**config.mk**
```make
export PLATFORM = sky130hd
export DESIGN_NAME = alu_exec_stage_flat
export DESIGN_NICKNAME = d
export VERILOG_FILES = /design/src/rtl/alu_exec_if.sv /design/src/rtl/alu_exec_stage.sv /design/src/flat_wrapper.sv
export SDC_FILE = /design/constraint.sdc
export NUM_CORES = 1
export LEC_CHECK = 0
export CAP_MARGIN = 10
export CORE_MARGIN = 2
export CORE_UTILIZATION = 50
export CTS_CLUSTER_DIAMETER = 80
export DETAILED_ROUTE_END_ITERATION = 10
export PLACE_DENSITY = 0.8
export SLEW_MARGIN = 0
export SYNTH_ARGS = -nofsm -noshare
export SYNTH_HDL_FRONTEND = slang
export SYNTH_SLANG_ARGS = --single-unit
```
**constraint.sdc**
```tcl
create_clock -name clk -period 2.9 [get_ports clk]
set_input_delay 0.58 -clock clk [delete_from_list [all_inputs] [get_ports clk]]
set_output_delay 0.58 -clock clk [all_outputs]
set_load 0.02 [all_outputs]
```
**src/rtl/alu_exec_if.sv**
```systemverilog
// Request/response bundle between the decode stage (master) and the ALU execute stage (slave).
// A transfer happens on a rising edge where valid and ready are both high; valid-side payload is held until then.
interface alu_exec_if #(
  parameter int WIDTH = 8
);
  logic             req_valid;
  logic             req_ready;
  logic [3:0]       alu_cmd;
  logic [WIDTH-1:0] inA;
  logic [WIDTH-1:0] inB;
  logic             shiftcarry_in;
  logic             rsp_valid;
  logic             rsp_ready;
  logic [WIDTH-1:0] rslt;
  logic             shiftcarry_out;
  logic             zero;
  logic             rsp_err;

  modport master (
    output req_valid, alu_cmd, inA, inB, shiftcarry_in, rsp_ready,
    input  req_ready, rsp_valid, rslt, shiftcarry_out, zero, rsp_err
  );

  modport slave (
    input  req_valid, alu_cmd, inA, inB, shiftcarry_in, rsp_ready,
    output req_ready, rsp_valid, rslt, shiftcarry_out, zero, rsp_err
  );
endinterface

```
**src/rtl/alu_exec_stage.sv**
```systemverilog
// Registered, handshaked execute stage for the 8-bit ALU command set.
// Shifts take one cycle per bit; every other command resolves in a single cycle.
module alu_exec_stage #(
  parameter int WIDTH   = 8,
  parameter int SHAMT_W = 3
) (
  input  logic       clk,
  input  logic       reset,
  alu_exec_if.slave  bus,
  output logic [1:0] state_dbg
);

  localparam logic [3:0] CMD_AND = 4'b0000;
  localparam logic [3:0] CMD_XOR = 4'b0001;
  localparam logic [3:0] CMD_OR  = 4'b0010;
  localparam logic [3:0] CMD_LSL = 4'b0011;
  localparam logic [3:0] CMD_LSR = 4'b0100;
  localparam logic [3:0] CMD_ADD = 4'b0101;
  localparam logic [3:0] CMD_SUB = 4'b0110;
  localparam logic [3:0] CMD_PSA = 4'b0111;

  // RESOLVE is the single cycle that publishes the working result onto the output registers.
  typedef enum logic [1:0] {
    IDLE    = 2'd0,
    SHIFT   = 2'd1,
    RESOLVE = 2'd2,
    DONE    = 2'd3
  } state_t;

  state_t             state;
  logic [WIDTH-1:0]   work_r;
  logic               work_c;
  logic               work_err;
  logic               fill;
  logic               shift_left;
  logic [SHAMT_W-1:0] cnt;

  logic [WIDTH-1:0]   acc_r;
  logic               acc_c;
  logic [SHAMT_W-1:0] shamt;
  logic               is_shift;

  assign state_dbg = state;
  assign shamt     = bus.inB[SHAMT_W-1:0];
  assign is_shift  = (bus.alu_cmd == CMD_LSL) || (bus.alu_cmd == CMD_LSR);

  // Single-cycle result from the live request; a shift lands here only when its amount is zero.
  always_comb begin
    acc_r = '0;
    acc_c = 1'b0;
    case (bus.alu_cmd)
      CMD_AND: acc_r = bus.inA & bus.inB;
      CMD_XOR: acc_r = bus.inA ^ bus.inB;
      CMD_OR:  acc_r = bus.inA | bus.inB;
      CMD_PSA: acc_r = bus.inA;
      CMD_ADD: {acc_c, acc_r} = {1'b0, bus.inA} + {1'b0, bus.inB};
      CMD_SUB: begin
        acc_r = bus.inA - bus.inB;
        acc_c = (bus.inA >= bus.inB);
      end
      CMD_LSL, CMD_LSR: begin
        acc_r = bus.inA;
        acc_c = bus.shiftcarry_in;
      end
      default: begin
        acc_r = '0;
        acc_c = 1'b0;
      end
    endcase
  end

  always_ff @(posedge clk) begin
    if (reset) begin
      state              <= IDLE;
      bus.req_ready      <= 1'b1;
      bus.rsp_valid      <= 1'b0;
      bus.rslt           <= '0;
      bus.shiftcarry_out <= 1'b0;
      bus.zero           <= 1'b0;
      bus.rsp_err        <= 1'b0;
      work_r             <= '0;
      work_c             <= 1'b0;
      work_err           <= 1'b0;
      fill               <= 1'b0;
      shift_left         <= 1'b0;
      cnt                <= '0;
    end else begin
      case (state)
        IDLE: begin
          if (bus.req_valid && bus.req_ready) begin
            bus.req_ready <= 1'b0;
            fill          <= bus.shiftcarry_in;
            shift_left    <= (bus.alu_cmd == CMD_LSL);
            work_err      <= bus.alu_cmd[3];
            if (is_shift && (shamt != '0)) begin
              work_r <= bus.inA;
              work_c <= 1'b0;
              cnt    <= shamt;
              state  <= SHIFT;
            end else begin
              work_r <= acc_r;
              work_c <= acc_c;
              state  <= RESOLVE;
            end
          end
        end
        SHIFT: begin
          if (shift_left) begin
            work_r <= {work_r[WIDTH-2:0], fill};
            work_c <= work_r[WIDTH-1];
          end else begin
            work_r <= {fill, work_r[WIDTH-1:1]};
            work_c <= work_r[0];
          end
          cnt <= cnt - 1'b1;
          if (cnt == SHAMT_W'(1)) begin
            state <= RESOLVE;
          end
        end
        RESOLVE: begin
          bus.rslt           <= work_r;
          bus.shiftcarry_out <= work_c;
          bus.zero           <= (work_r == '0);
          bus.rsp_err        <= work_err;
          bus.rsp_valid      <= 1'b1;
          state              <= DONE;
        end
        DONE: begin
          // req_ready stays low through the consuming edge, so back-to-back accept is impossible.
          if (bus.rsp_ready) begin
            bus.rsp_valid <= 1'b0;
            bus.req_ready <= 1'b1;
            state         <= IDLE;
          end
        end
        default: state <= IDLE;
      endcase
    end
  end

endmodule

```
**src/flat_wrapper.sv**
```systemverilog
// flat-port wrapper written by rule: the top's interface ports become plain ports
module alu_exec_stage_flat 
#(
  parameter int WIDTH   = 8,
  parameter int SHAMT_W = 3
)
  (clk, reset, state_dbg, bus_req_valid, bus_alu_cmd, bus_inA, bus_inB, bus_shiftcarry_in, bus_rsp_ready, bus_req_ready, bus_rsp_valid, bus_rslt, bus_shiftcarry_out, bus_zero, bus_rsp_err);
  alu_exec_if #(.WIDTH(WIDTH)) bus_i ();
  input  logic clk;
  input  logic reset;
  output logic [1:0] state_dbg;
  input wire logic [$bits(bus_i.req_valid)-1:0] bus_req_valid;
  input wire logic [$bits(bus_i.alu_cmd)-1:0] bus_alu_cmd;
  input wire logic [$bits(bus_i.inA)-1:0] bus_inA;
  input wire logic [$bits(bus_i.inB)-1:0] bus_inB;
  input wire logic [$bits(bus_i.shiftcarry_in)-1:0] bus_shiftcarry_in;
  input wire logic [$bits(bus_i.rsp_ready)-1:0] bus_rsp_ready;
  output wire logic [$bits(bus_i.req_ready)-1:0] bus_req_ready;
  output wire logic [$bits(bus_i.rsp_valid)-1:0] bus_rsp_valid;
  output wire logic [$bits(bus_i.rslt)-1:0] bus_rslt;
  output wire logic [$bits(bus_i.shiftcarry_out)-1:0] bus_shiftcarry_out;
  output wire logic [$bits(bus_i.zero)-1:0] bus_zero;
  output wire logic [$bits(bus_i.rsp_err)-1:0] bus_rsp_err;
  assign bus_i.req_valid = bus_req_valid;
  assign bus_i.alu_cmd = bus_alu_cmd;
  assign bus_i.inA = bus_inA;
  assign bus_i.inB = bus_inB;
  assign bus_i.shiftcarry_in = bus_shiftcarry_in;
  assign bus_i.rsp_ready = bus_rsp_ready;
  assign bus_req_ready = bus_i.req_ready;
  assign bus_rsp_valid = bus_i.rsp_valid;
  assign bus_rslt = bus_i.rslt;
  assign bus_shiftcarry_out = bus_i.shiftcarry_out;
  assign bus_zero = bus_i.zero;
  assign bus_rsp_err = bus_i.rsp_err;
  alu_exec_stage #(.WIDTH(WIDTH), .SHAMT_W(SHAMT_W)) u_core (.clk(clk), .reset(reset), .bus(bus_i), .state_dbg(state_dbg));
endmodule
```
==> metrics <==
outcome=completed; LEAKAGE=1.40 nW; First DRT Iteration DRCs=258; n_diodes=0; Die Ht=78.7 um; DR vias/cell=5.92; Synth Warn #=0; Post-Syn Instances=352; Setup TNS Final=0 ns; commonest non-fill, non-tap cell in the layout=clkdlybuf4s50_1; post-CTS sizing=0; Vias=2794; TritonCTS sink count=30; Rows=27; CP Buf/Inv Count=1; Post CTS Setup Buffer Count=0; critical-path cell list=clkdlybuf4s50_1, ha_1, fa_1, mux2_2, a22oi_1, nor3_1, a2111oi_0, nor3_1; pwr dens=579 nW/um^2; delay-heaviest family, CP=adder cells; worst flop-to-flop path endpoint=u_core.work_r[6]; most repeated library cell on the critical path=nor3_1; r2r worst-path depth=7; die span in x=78.7 um; Fin. Hold Viols=0; slowest CP cell=clkdlybuf4s50_1; hold slack final=0.490 ns; commonest cells after routing, fill and taps aside=39 x clkdlybuf4s50_1, 36 x inv_1, 31 x ha_1; RSZ-0062 raised after global routing=no; Required @ worst endpoint=3.06 ns; vias in the first global route=2624; H-Tree Level Count=2; final setup fails=0; CP Launch Type=input pin; maximum vdd drop=0.468 mV; Worst Hold Depth=2; DR pass1 iterations=5; Clock Tree Root=clkbuf_8; final setup margin=0.264 ns; Final Wtd Congestion=0.936; sequential area share after synthesis=0.216; cts hold-fix bufs=0; largest net degree at the start of global routing=21; max-cap violations=0; total congestion overflow=0; Synth Register Bits=30; GRT Resource Usage Total=0.247; worst r2r src=u_core.state_dbg[0]; layout cells sized above 1=0.105; Design Area, Final=3410 um^2; Setup WS pre-CTS=-0.0321 ns; syn nets=410; crit path DAT=2.79 ns; core outline area=5440 um^2; Routed WL per cell=15.5 um; EDFF count, synth=0; Hold EP=u_core.bus.zero; area delta synth->final=22.3%; Clk Latency, worst-skew pair=0.29 ns; synthesized area per cell=7.92 um^2; Mapped Area=2790 um^2; Initial Util=0.512; Tcrit/Tclk final=0.909; CTS Buf Count=5; Slew @ Worst Pin=0.689 ns; Final Util=0.627; ANT nets after route=0; CTS Buffer Depth=2; Fmax achieved=0.379 GHz; die area=6190 um^2; fillers=482; initial antenna violation count=0; slowest cell delay on critical path=0.50 ns; Cell Area, Placed=3320 um^2; DPL Wire Length=5640 um; PortBufs=39; Hold Path Class=reg2reg; CTS clk-pin slew, worst paths=0.06 ns; Worst slew margin=0.540; CP Class=in2reg; Tmin final=2.64 ns; Final #Nets=457; CTS tree=done; # DRC=0; HP Start=u_core.bus.zero; R2R Setup Slk=0.69 ns; asr flop ratio synth=0; global-route wire length before repair=12200 um; io pins=40; Post-Route WL=7300 um; Synth cell types=61; CP endpoint kind=register; Max FO, Critical Path=4; Main synth FF type=dfxtp_1; Slew Viols, Final=0; clock skew=0.00246 ns
==> power by group <==
group,leakage (nW),internal [mW],switching (mW)
registers,0.245,0.508,0.0959
logic,1.11,0.456,0.566
clock network,0.0482,0.191,0.158
==> flip-flops by register name, summed over array words and instances (netlist names) <==
register and count:
u_core.cnt 3, u_core.work_c 1, u_core.bus.req_ready 1, u_core.bus.shiftcarry_out 1, u_core.shift_left 1, u_core.work_err 1, u_core.bus.rsp_err 1, u_core.bus.zero 1
u_core.fill 1, u_core.bus.rslt 8, u_core.bus.rsp_valid 1, u_core.work_r 8, u_core.state_dbg 2
==> cell families after synthesis <==
group | share of synthesized area
AND/OR/NAND/NOR | 0.180
adder cells (fa/ha/maj) | 0.154
AO/OA/AOI/OAI | 0.246
buffers and inverters | 0.0817
multiplexers | 0.115
flip-flops | 0.216
XOR/XNOR | 0.00943
==> per-layer routing <==
metal  vias to the layer above  wire, um  global-route usage
li1                       1348         -                   -
met1                      1319      3220               0.307
met2                       106      3430               0.413
met3                        21       438              0.0437
met4                         0       213               0.116
met5                         -         0                   0
==> tightest hold or removal path, stage by stage, from the launching register on <==
cell and delay (ns):
dfxtp_1 0.31, nand2b_1 0.07, a21oi_1 0.06
==> final cells by class <==
class                   count  area, um^2  area share
clock buffers               7        86.3      0.0253
clock inverters             1        5.00     0.00147
inverters                  36         135      0.0396
multi-input cells         268        1960       0.575
flip-flops and latches     30         601       0.176
well taps                  72        90.1      0.0264
repair buffers             58         533       0.156
==> Yosys cell counts (2+ instances only) <==
master | n | area share
nand2b_1 | 3 | 0.0067
buf_2 | 8 | 0.014
nor3_1 | 9 | 0.016
o211ai_1 | 3 | 0.0081
a311oi_1 | 3 | 0.0094
a2111oi_0 | 3 | 0.0094
nand2_1 | 25 | 0.034
ha_1 | 31 | 0.14
dfxtp_1 | 30 | 0.22
a211oi_1 | 5 | 0.013
nor2b_1 | 4 | 0.0090
nand3_1 | 9 | 0.016
buf_1 | 2 | 0.0027
o21bai_1 | 4 | 0.011
fa_1 | 2 | 0.014
nor2_1 | 30 | 0.040
a21oi_1 | 28 | 0.050
nand4_1 | 3 | 0.0067
and3_1 | 2 | 0.0045
nand3b_1 | 2 | 0.0054
a221oi_1 | 4 | 0.013
o21ai_0 | 23 | 0.041
clkbuf_1 | 5 | 0.0067
or2_2 | 2 | 0.0045
o31a_1 | 3 | 0.0094
inv_1 | 36 | 0.048
mux2_2 | 7 | 0.028
o21a_1 | 2 | 0.0054
mux2i_1 | 24 | 0.086
a21o_1 | 3 | 0.0081
nor4_1 | 5 | 0.011
xnor2_1 | 2 | 0.0063
buf_4 | 2 | 0.0054
==> through the flow <==
stage	total power [mW]	instances
after global placement	1.58	464
final	1.97	472
after floorplan	1.30	352
after global routing	2.11	472
after CTS	1.97	472
after detailed placement	1.61	464
==> how the worst max path moves through the flow <==
| stage | slack (ns) | end | cells after the start | startpoint |
|---|---|---|---|---|
| 6_report | 0.26 | u_core.work_r[1] | 8 | bus_inB[0] |
| 3_5_place_dp | -0.03 | u_core.work_r[1] | 8 | bus_inB[0] |
| 5_1_grt | 0.12 | u_core.work_r[6] | 10 | bus_inA[0] |
| 2_1_floorplan | 0.63 | u_core.work_r[1] | 7 | bus_inB[0] |
| 4_1_cts | 0.28 | u_core.work_r[1] | 8 | bus_inB[0] |
| 3_3_place_gp | 0.03 | u_core.work_r[1] | 8 | bus_inB[0] |
Power figures use the tool's default switching activity.
